File: config.mk
export PLATFORM = sky130hd
export DESIGN_NAME = controlpath_seq
export DESIGN_NICKNAME = d
export VERILOG_FILES = /design/src/rtl/controlpath_seq.sv
export SDC_FILE = /design/constraint.sdc
export NUM_CORES = 1
export LEC_CHECK = 0
export ABC_AREA = 1
export ABC_CLOCK_PERIOD_IN_PS = 3000
export CAP_MARGIN = 0
export CORE_UTILIZATION = 30
export DETAILED_ROUTE_END_ITERATION = 8
export GPL_TIMING_DRIVEN = 0
export HOLD_SLACK_MARGIN = 0.15
export SYNTH_ARGS = -nofsm -noshare
export SYNTH_HDL_FRONTEND = slang
export SYNTH_SLANG_ARGS = --single-unit
File: constraint.sdc
create_clock -name clk -period 3 [get_ports clk]
set_input_delay 0.6 -clock clk [delete_from_list [all_inputs] [get_ports clk]]
set_output_delay 0.6 -clock clk [all_outputs]
set_load 0.02 [all_outputs]
File: src/rtl/controlpath_seq.sv
// Registered instruction decoder: turns one instruction word into a burst of
// ALU/datapath control beats with auto-striding register selects.
module controlpath_seq #(
    parameter int REG_BITS = 4,
    parameter int REP_BITS = 3,
    parameter int STRIDE   = 2,
    localparam int INSN_W  = 4*REG_BITS + 13 + REP_BITS
) (
    input  logic                clk,
    input  logic                rst,
    input  logic [INSN_W-1:0]   instruction,
    input  logic                insn_valid,
    output logic                insn_ready,
    input  logic                stall,
    output logic                ctl_valid,
    output logic                pc_inc,
    output logic [2:0]          alu_op,
    output logic                alu_form,
    output logic [1:0]          alu_vec_perci,
    output logic [3:0]          alu_config,
    output logic                const_c,
    output logic [REG_BITS-1:0] alu_a_select,
    output logic [REG_BITS-1:0] alu_b_select,
    output logic [REG_BITS-1:0] alu_c_select,
    output logic [REG_BITS-1:0] alu_d_select,
    output logic [REG_BITS-1:0] alu_Y1_select,
    output logic [REG_BITS-1:0] alu_Y2_select,
    output logic [1:0]          alu_write,
    output logic [REG_BITS-1:0] copy_select
);

    localparam int R = REG_BITS;
    localparam logic [REG_BITS-1:0] STEP = REG_BITS'(STRIDE);
    localparam logic [REG_BITS-1:0] ONE  = REG_BITS'(1);

    typedef enum logic {IDLE, BURST} state_t;

    state_t              state_q;
    logic [REP_BITS-1:0] beat_cnt_q;
    logic                pc_inc_q;
    logic [2:0]          op_q;
    logic                form_q;
    logic [1:0]          vec_q;
    logic [3:0]          cfg_q;
    logic                cc_q;
    logic [1:0]          wr_q;
    logic [R-1:0]        a_q, b_q, c_q, d_q, y1_q, y2_q, copy_q;

    logic                accept;
    logic                last_beat;
    logic [R-1:0]        a_d, b_d, y1_d;

    // Fields of the incoming word
    assign a_d  = instruction[4*R-1:3*R];
    assign b_d  = instruction[3*R-1:2*R];
    assign y1_d = instruction[2*R-1:R];

    assign last_beat  = (beat_cnt_q == '0);
    assign insn_ready = !rst && ((state_q == IDLE) || (last_beat && !stall));
    assign accept     = insn_valid && insn_ready;

    always_ff @(posedge clk or posedge rst) begin
        if (rst) begin
            state_q    <= IDLE;
            beat_cnt_q <= '0;
            pc_inc_q   <= 1'b0;
            op_q       <= '0;
            form_q     <= 1'b0;
            vec_q      <= '0;
            cfg_q      <= '0;
            cc_q       <= 1'b0;
            wr_q       <= '0;
            a_q        <= '0;
            b_q        <= '0;
            c_q        <= '0;
            d_q        <= '0;
            y1_q       <= '0;
            y2_q       <= '0;
            copy_q     <= '0;
        end else begin
            // pc_inc is a pure pulse: it never survives a stall
            pc_inc_q <= 1'b0;
            if (accept) begin
                state_q    <= BURST;
                beat_cnt_q <= instruction[INSN_W-1:4*R+13];
                pc_inc_q   <= 1'b1;
                op_q       <= instruction[4*R+12:4*R+10];
                form_q     <= instruction[4*R+9];
                vec_q      <= instruction[4*R+8:4*R+7];
                cfg_q      <= instruction[4*R+6:4*R+3];
                cc_q       <= instruction[4*R+2];
                wr_q       <= instruction[4*R+1:4*R];
                a_q        <= a_d;
                b_q        <= b_d;
                c_q        <= a_d + ONE;
                d_q        <= b_d + ONE;
                y1_q       <= y1_d;
                y2_q       <= y1_d + ONE;
                copy_q     <= instruction[R-1:0];
            end else if (state_q == BURST && !stall) begin
                if (!last_beat) begin
                    beat_cnt_q <= beat_cnt_q - REP_BITS'(1);
                    a_q        <= a_q + STEP;
                    b_q        <= b_q + STEP;
                    c_q        <= c_q + STEP;
                    d_q        <= d_q + STEP;
                    y1_q       <= y1_q + STEP;
                    y2_q       <= y2_q + STEP;
                end else begin
                    // Selects and fields persist; only the write enables drop
                    state_q <= IDLE;
                    wr_q    <= '0;
                end
            end
        end
    end

    assign ctl_valid     = (state_q == BURST);
    assign pc_inc        = pc_inc_q;
    assign alu_op        = op_q;
    assign alu_form      = form_q;
    assign alu_vec_perci = vec_q;
    assign alu_config    = cfg_q;
    assign const_c       = cc_q;
    assign alu_write     = wr_q;
    assign alu_a_select  = a_q;
    assign alu_b_select  = b_q;
    assign alu_c_select  = c_q;
    assign alu_d_select  = d_q;
    assign alu_Y1_select = y1_q;
    assign alu_Y2_select = y2_q;
    assign copy_select   = copy_q;

endmodule

After elaboration in Yosys (flattened, before gate mapping)
Index checks and enable logic that the tools add are counted.

storage, ports and cells
  bits in writable memories = 0
  word-level logic and storage cells = 68
  bits in latches = 0
  memories = 0
  flip-flop bits (word level) = 46
  bits in read-only memories = 0
  output and inout port bits = 44

operators by class
  magnitude comparators = 0
  add/sub/neg operators = 10
  eq/ne operators = 1
  reduce and logical (&&, ||, !) cells = 12
  shift-type cells = 0
  div/mod/pow operators = 0
  muxes and demuxes = 28
  multiply operators = 0
  bitwise logic cells = 1

operator list
  kind                 count
  $mux 4               18
  $add 4x2->4 const B  6
  $add 4x1->4 const B  3
  $mux 3               3
  $mux 2               3
  $logic_and 1x1->1    4
  $mux 1               4
  $reduce_and 2->1     2
  $reduce_bool 2->1    2
  $logic_not 3->1      1
  $sub 3x1->3 const B  1
  $logic_not 1->1      2
  $ne 2x2->1 const B   1
  $logic_or 1x1->1     1
  $not 1->1            1

Logic depth before layout (Yosys ltp)
  depth in word-level cells = 7
  mapped depth = 10

Worst setup path after synthesis
OpenSTA, ideal clock, no wires.

  kind = input port to flip-flop
  start = input rst
  end = register beat_cnt_q[1]
  data required time = 2.881 ns
  arrival time = 2.630 ns
  stages on the path = 5
  path slack = 0.251 ns
  path buffers = 1
  path through = clkinv_1 -> clkbuf_1 -> nand4_1 -> nand2_1 -> nand2_1

on the way
  word-level cells in the longest chain between the ends = 5
  elaborated cells on any way between the ends = 7
  classes of those cells = eq/ne (1); mux (1); reduce/logical (5)

RTL lines
  element                                                           RTL line  text
  start, declared                                                   10        input logic rst,
  $logic_not 1->1 (no source line) *                                --
  $logic_and 1x1->1 *                                               59        assign insn_ready = !rst && ((state_q == IDLE) || (last_beat && !stall));
  $logic_and 1x1->1 *                                               60        assign accept = insn_valid && insn_ready;
  $ne 2x2->1 (no source line) or $reduce_bool 2->1 (tied branches)  --
  $reduce_and 2->1 (no source line)                                 --
  end signal, assigned                                              85        beat_cnt_q <= instruction[INSN_W-1:4*R+13];
  end signal, assigned                                              102       beat_cnt_q <= beat_cnt_q - REP_BITS'(1);
  end, declared                                                     39        logic [REP_BITS-1:0] beat_cnt_q;

Every way passes the cells marked *; elsewhere a longest branch is shown, timed or not.
A chain may end at the register's enable or synchronous reset.

Worst setup path after layout
  start = input stall
  end = output insn_ready

on the way
  word-level cells in the longest chain between the ends = 4

RTL lines
  element            RTL line  text
  start, declared    14        input logic stall,
  $logic_not 1->1    59
  $logic_and 1x1->1  59
  $logic_or 1x1->1   59
  $logic_and 1x1->1  59
  end, declared      13        output logic insn_ready,

No other way between the ends.

==> results summary <==
The synthesized area came out at 0.00244 mm^2. The global-route wire length before repair came out at 11000 um. The worst hold path was traced through 2 stages.

The count of buffers added on input and output ports is 78. The time the worst path needs with I/O delays and setup is between 2000 and 3000 ps. The die height came out at 92.2 um. Setup repair after global routing left no endpoint under its margin. The area growth from synthesis to layout is 41.4%.

The total placed cells including tap cells is 487. The design draws ~3.5 mW. The number of nets still failing antenna checks after routing is 0. The maximum clock rate is 391 MHz.

The total overflow left after global routing is 0. The post-layout instance area is 0.00345 mm^2. The maximum level of the CTS H-tree came out at 2.

The TritonCTS clock tree is done. The overall routed net length came out at 6590 um. Across the run, the number of max-cap violations was 0. The total number of vias came out at 2255. The die width is 92.2 um.

The post-synth net total came out at 353. The critical path in this run is classified as input port to primary output. Synthesis inferred 46 register bits.

The share of total power consumed by net switching came out at 43.3%. The required time at the endpoint of the critical path came out at 2400 ps. The source of the worst register-to-register timing path is beat_cnt_q[0]$_DFFE_PP0P_. Counting along the longest clock path gives a buffer depth of 2. Of the cells placed in the final design, the portion with a size suffix greater than 1 is ~6.9%. The signal arrival time at the worst endpoint came out at ~2000 ps. In this run the core area contains 32 standard-cell rows. The residual DRC count came out at 0. The sequential fraction of design power came out at 33.2%. The total cell area at the placement stage is 0.00337 mm^2. The distinct cell type count of the synthesized netlist is 24. The starting density of the core is 31.2%. The count of routing violations after the opening detailed-route iteration came out at a little over 90. The final instance count without filler cells came out at 494. The first-pass iteration count of the detailed router is 4. The post-synthesis area per instance is ~8 um^2. The number of endpoints with negative hold slack in the final report is 0. The number of setup buffers added after CTS is 0. Sequential elements use 47.2% of the synthesized area. The antenna diode count is 0. The kind of path behind the tightest hold check is register to register. The worst max-slew margin expressed relative to the limit is 64.2%. In the finished design, the share of the clock period the worst path needs comes to 85.2%. On the final layout, the worst clock skew is 11.4 ps.

Setup violations remaining at the end of the flow were counted as 0. Clock-pin slew was measured on the worst setup and hold paths at 80 ps. Once the clock tree was built, the resizer swapped 0 gates to a different size. The number of antenna violations at the first check in global routing is 0. The fraction of power consumed by combinational cells came out at 56.1%.

The cell depth of the worst flop-to-flop path is 10. The via count of the first global-routing pass came out at 2210. Yosys printed 0 warnings. The number of pins exceeding their max-slew limit in the final report is 0. The minimum setup slack among reg-to-reg paths came out at 1350 ps.

The TritonCTS sink count came out at 46. The pin count of the biggest net entering global routing is 37. The hold slack is 484 ps. The worst-case IR drop observed on VDD is 384 uV. The leakage dissipation is between 1.5 and 2 nW.

The slew at the pin closest to its max-slew limit came out at 537 ps. The floorplan die area is 0.00849 mm^2. The core area is just under 0.008 mm^2.

The total global-route track usage is 16.4%. For hold timing, the worst endpoint is copy_select[2]$_DFFE_PP0P_. The run finished with clean final reports. STA classifies the critical path endpoint as a primary output. The startpoint identified for the worst hold timing path is copy_select[2]$_DFFE_PP0P_. For this design, the CTS-stage hold fixing added 0 buffers. The share of total power dissipated in the clock network is 10.8%.

The cell sitting at the root of the clock tree is a sky130_fd_sc_hd__clkbuf_8. Buffers inserted during clock tree synthesis total 5. The routability congestion estimate came out at 0.797. The number of instances in the synthesized netlist is 306. The power dissipated by switching net loads is approximately 1.5 mW. The clock latency of the later-clocked register in the worst-skew pair is roughly 300 ps. The total internal power is 1.99 mW. The number of top-level pins is 80.

The total power per unit cell area came out at 1020 mW/mm^2. The half-perimeter wire length after placement is 4800 um. The via density per instance came out at around 4.6. STA classifies the critical path startpoint as an input port. The net count of the finished layout is 439. The mean routed wirelength per cell came out at 13.3 um. The endpoint identified for the worst register-to-register timing path is alu_Y2_select[2]$_DFFE_PP0P_. In this run the worst path has a maximum fanout of 2.
## through the flow
stage / util (%) / setup TNS, ps / setup WS, ps
3_5_place_dp: 43.1 / 0 / 430
3_3_place_gp: 42.9 / -59930 / -1120
6_report: 44.2 / 0 / 444
5_1_grt: 44.2 / 0 / 396
2_1_floorplan: - / 0 / 251
4_1_cts: 44.2 / 0 / 426
## sequential cells by signal, summed over array words and instances (netlist names)
| signal | count |
|---|---|
| alu_a_select | 4 |
| alu_op | 3 |
| copy_select | 4 |
| alu_c_select | 4 |
| pc_inc | 1 |
| beat_cnt_q | 3 |
| ctl_valid | 1 |
| alu_config | 4 |
| alu_write | 2 |
| alu_Y1_select | 4 |
| alu_d_select | 4 |
| const_c | 1 |
| alu_vec_perci | 2 |
| alu_form | 1 |
| alu_Y2_select | 4 |
| alu_b_select | 4 |
## cells in the mapped netlist
| cell | number | area share [%] |
|---|---|---|
| sky130_fd_sc_hd__xor2_1 | 11 | 4.0 |
| sky130_fd_sc_hd__inv_1 | 19 | 2.9 |
| sky130_fd_sc_hd__a21oi_1 | 1 | 0.21 |
| sky130_fd_sc_hd__nand2_4 | 1 | 0.46 |
| sky130_fd_sc_hd__nand3_2 | 1 | 0.41 |
| sky130_fd_sc_hd__nand4_1 | 17 | 4.4 |
| sky130_fd_sc_hd__buf_6 | 2 | 0.92 |
| sky130_fd_sc_hd__buf_2 | 8 | 1.6 |
| sky130_fd_sc_hd__o21ai_1 | 4 | 0.82 |
| sky130_fd_sc_hd__xnor2_1 | 3 | 1.1 |
| sky130_fd_sc_hd__nor2_2 | 1 | 0.26 |
| sky130_fd_sc_hd__clkbuf_1 | 3 | 0.46 |
| sky130_fd_sc_hd__nand3_1 | 19 | 3.9 |
| sky130_fd_sc_hd__inv_2 | 2 | 0.31 |
| sky130_fd_sc_hd__nor2_1 | 2 | 0.31 |
| sky130_fd_sc_hd__nand3_4 | 1 | 0.72 |
| sky130_fd_sc_hd__buf_1 | 1 | 0.15 |
| sky130_fd_sc_hd__buf_4 | 2 | 0.62 |
| sky130_fd_sc_hd__dfrtp_1 | 46 | 47 |
| sky130_fd_sc_hd__ha_1 | 11 | 5.6 |
| sky130_fd_sc_hd__clkinv_1 | 1 | 0.15 |
| sky130_fd_sc_hd__o21ai_0 | 6 | 1.2 |
| sky130_fd_sc_hd__or2_2 | 1 | 0.26 |
| sky130_fd_sc_hd__nand2_1 | 143 | 22 |
## per-layer routing
layer	GRT usage (%)	routed length, um	up-vias
met1	20.6	2960	1053
li1	-	-	1136
met3	4.23	375	6
met2	28.0	3190	60
met4	3.78	61	0
met5	0	0	-
## power by group through the flow
| stage | clock, mW | combinational, mW | sequential, mW |
|---|---|---|---|
| 3_5_place_dp | 0 | 1.98 | 1.17 |
| 3_3_place_gp | 0 | 1.94 | 1.17 |
| 5_1_grt | 0.410 | 2.17 | 1.20 |
| 6_report | 0.377 | 1.96 | 1.16 |
| 2_1_floorplan | 0 | 0.816 | 1.48 |
| 4_1_cts | 0.384 | 1.99 | 1.16 |
## worst max path at each step
stage	depth (start not counted)	startpoint	to
6_report	5	stall	insn_ready
5_1_grt	5	stall	insn_ready
4_1_cts	5	stall	insn_ready
3_5_place_dp	5	stall	insn_ready
3_3_place_gp	6	rst	beat_cnt_q[1]$_DFFE_PP0P_
2_1_floorplan	5	rst	beat_cnt_q[1]$_DFFE_PP0P_
## cell usage in the layout (no fill, tap or decap), types with 3 or more instances in the layout
cell type / Yosys / layout
sky130_fd_sc_hd__xor2_1: 11 / 11
sky130_fd_sc_hd__clkdlybuf4s50_1: 0 / 78
sky130_fd_sc_hd__nand2_1: 143 / 143
sky130_fd_sc_hd__dfrtp_1: 46 / 46
sky130_fd_sc_hd__inv_1: 19 / 19
sky130_fd_sc_hd__clkbuf_8: 0 / 5
sky130_fd_sc_hd__clkbuf_1: 3 / 3
sky130_fd_sc_hd__o21ai_0: 6 / 6
sky130_fd_sc_hd__nand4_1: 17 / 17
sky130_fd_sc_hd__o21ai_1: 4 / 4
sky130_fd_sc_hd__ha_1: 11 / 11
sky130_fd_sc_hd__xnor2_1: 3 / 3
sky130_fd_sc_hd__nand3_1: 19 / 19
sky130_fd_sc_hd__buf_2: 8 / 8
## cells by family after synthesis
family / share of synthesized area (%)
buf+inv: 7.18
xor+xnor: 5.03
simple gates: 32.7
compound gates: 2.26
flops: 47.2
fa+ha+maj: 5.64
## worst max-delay path: stages
cell                              delay [ps]
sky130_fd_sc_hd__clkdlybuf4s50_1         430
sky130_fd_sc_hd__inv_1                    90
sky130_fd_sc_hd__nand3_2                  90
sky130_fd_sc_hd__a21oi_1                 130
sky130_fd_sc_hd__clkdlybuf4s50_1         610
## layout make-up
class                   instances  area (um^2)
plain buffers                  16         93.8
clock buffers                   6         72.6
clock inverters                 1         7.51
fillers                       805         4360
inverters                      22         82.6
multi-input cells             222         1110
flip-flops and latches         46         1150
well taps                     102          128
repair buffers                 79          801
(Power assumes the default switching activity.)
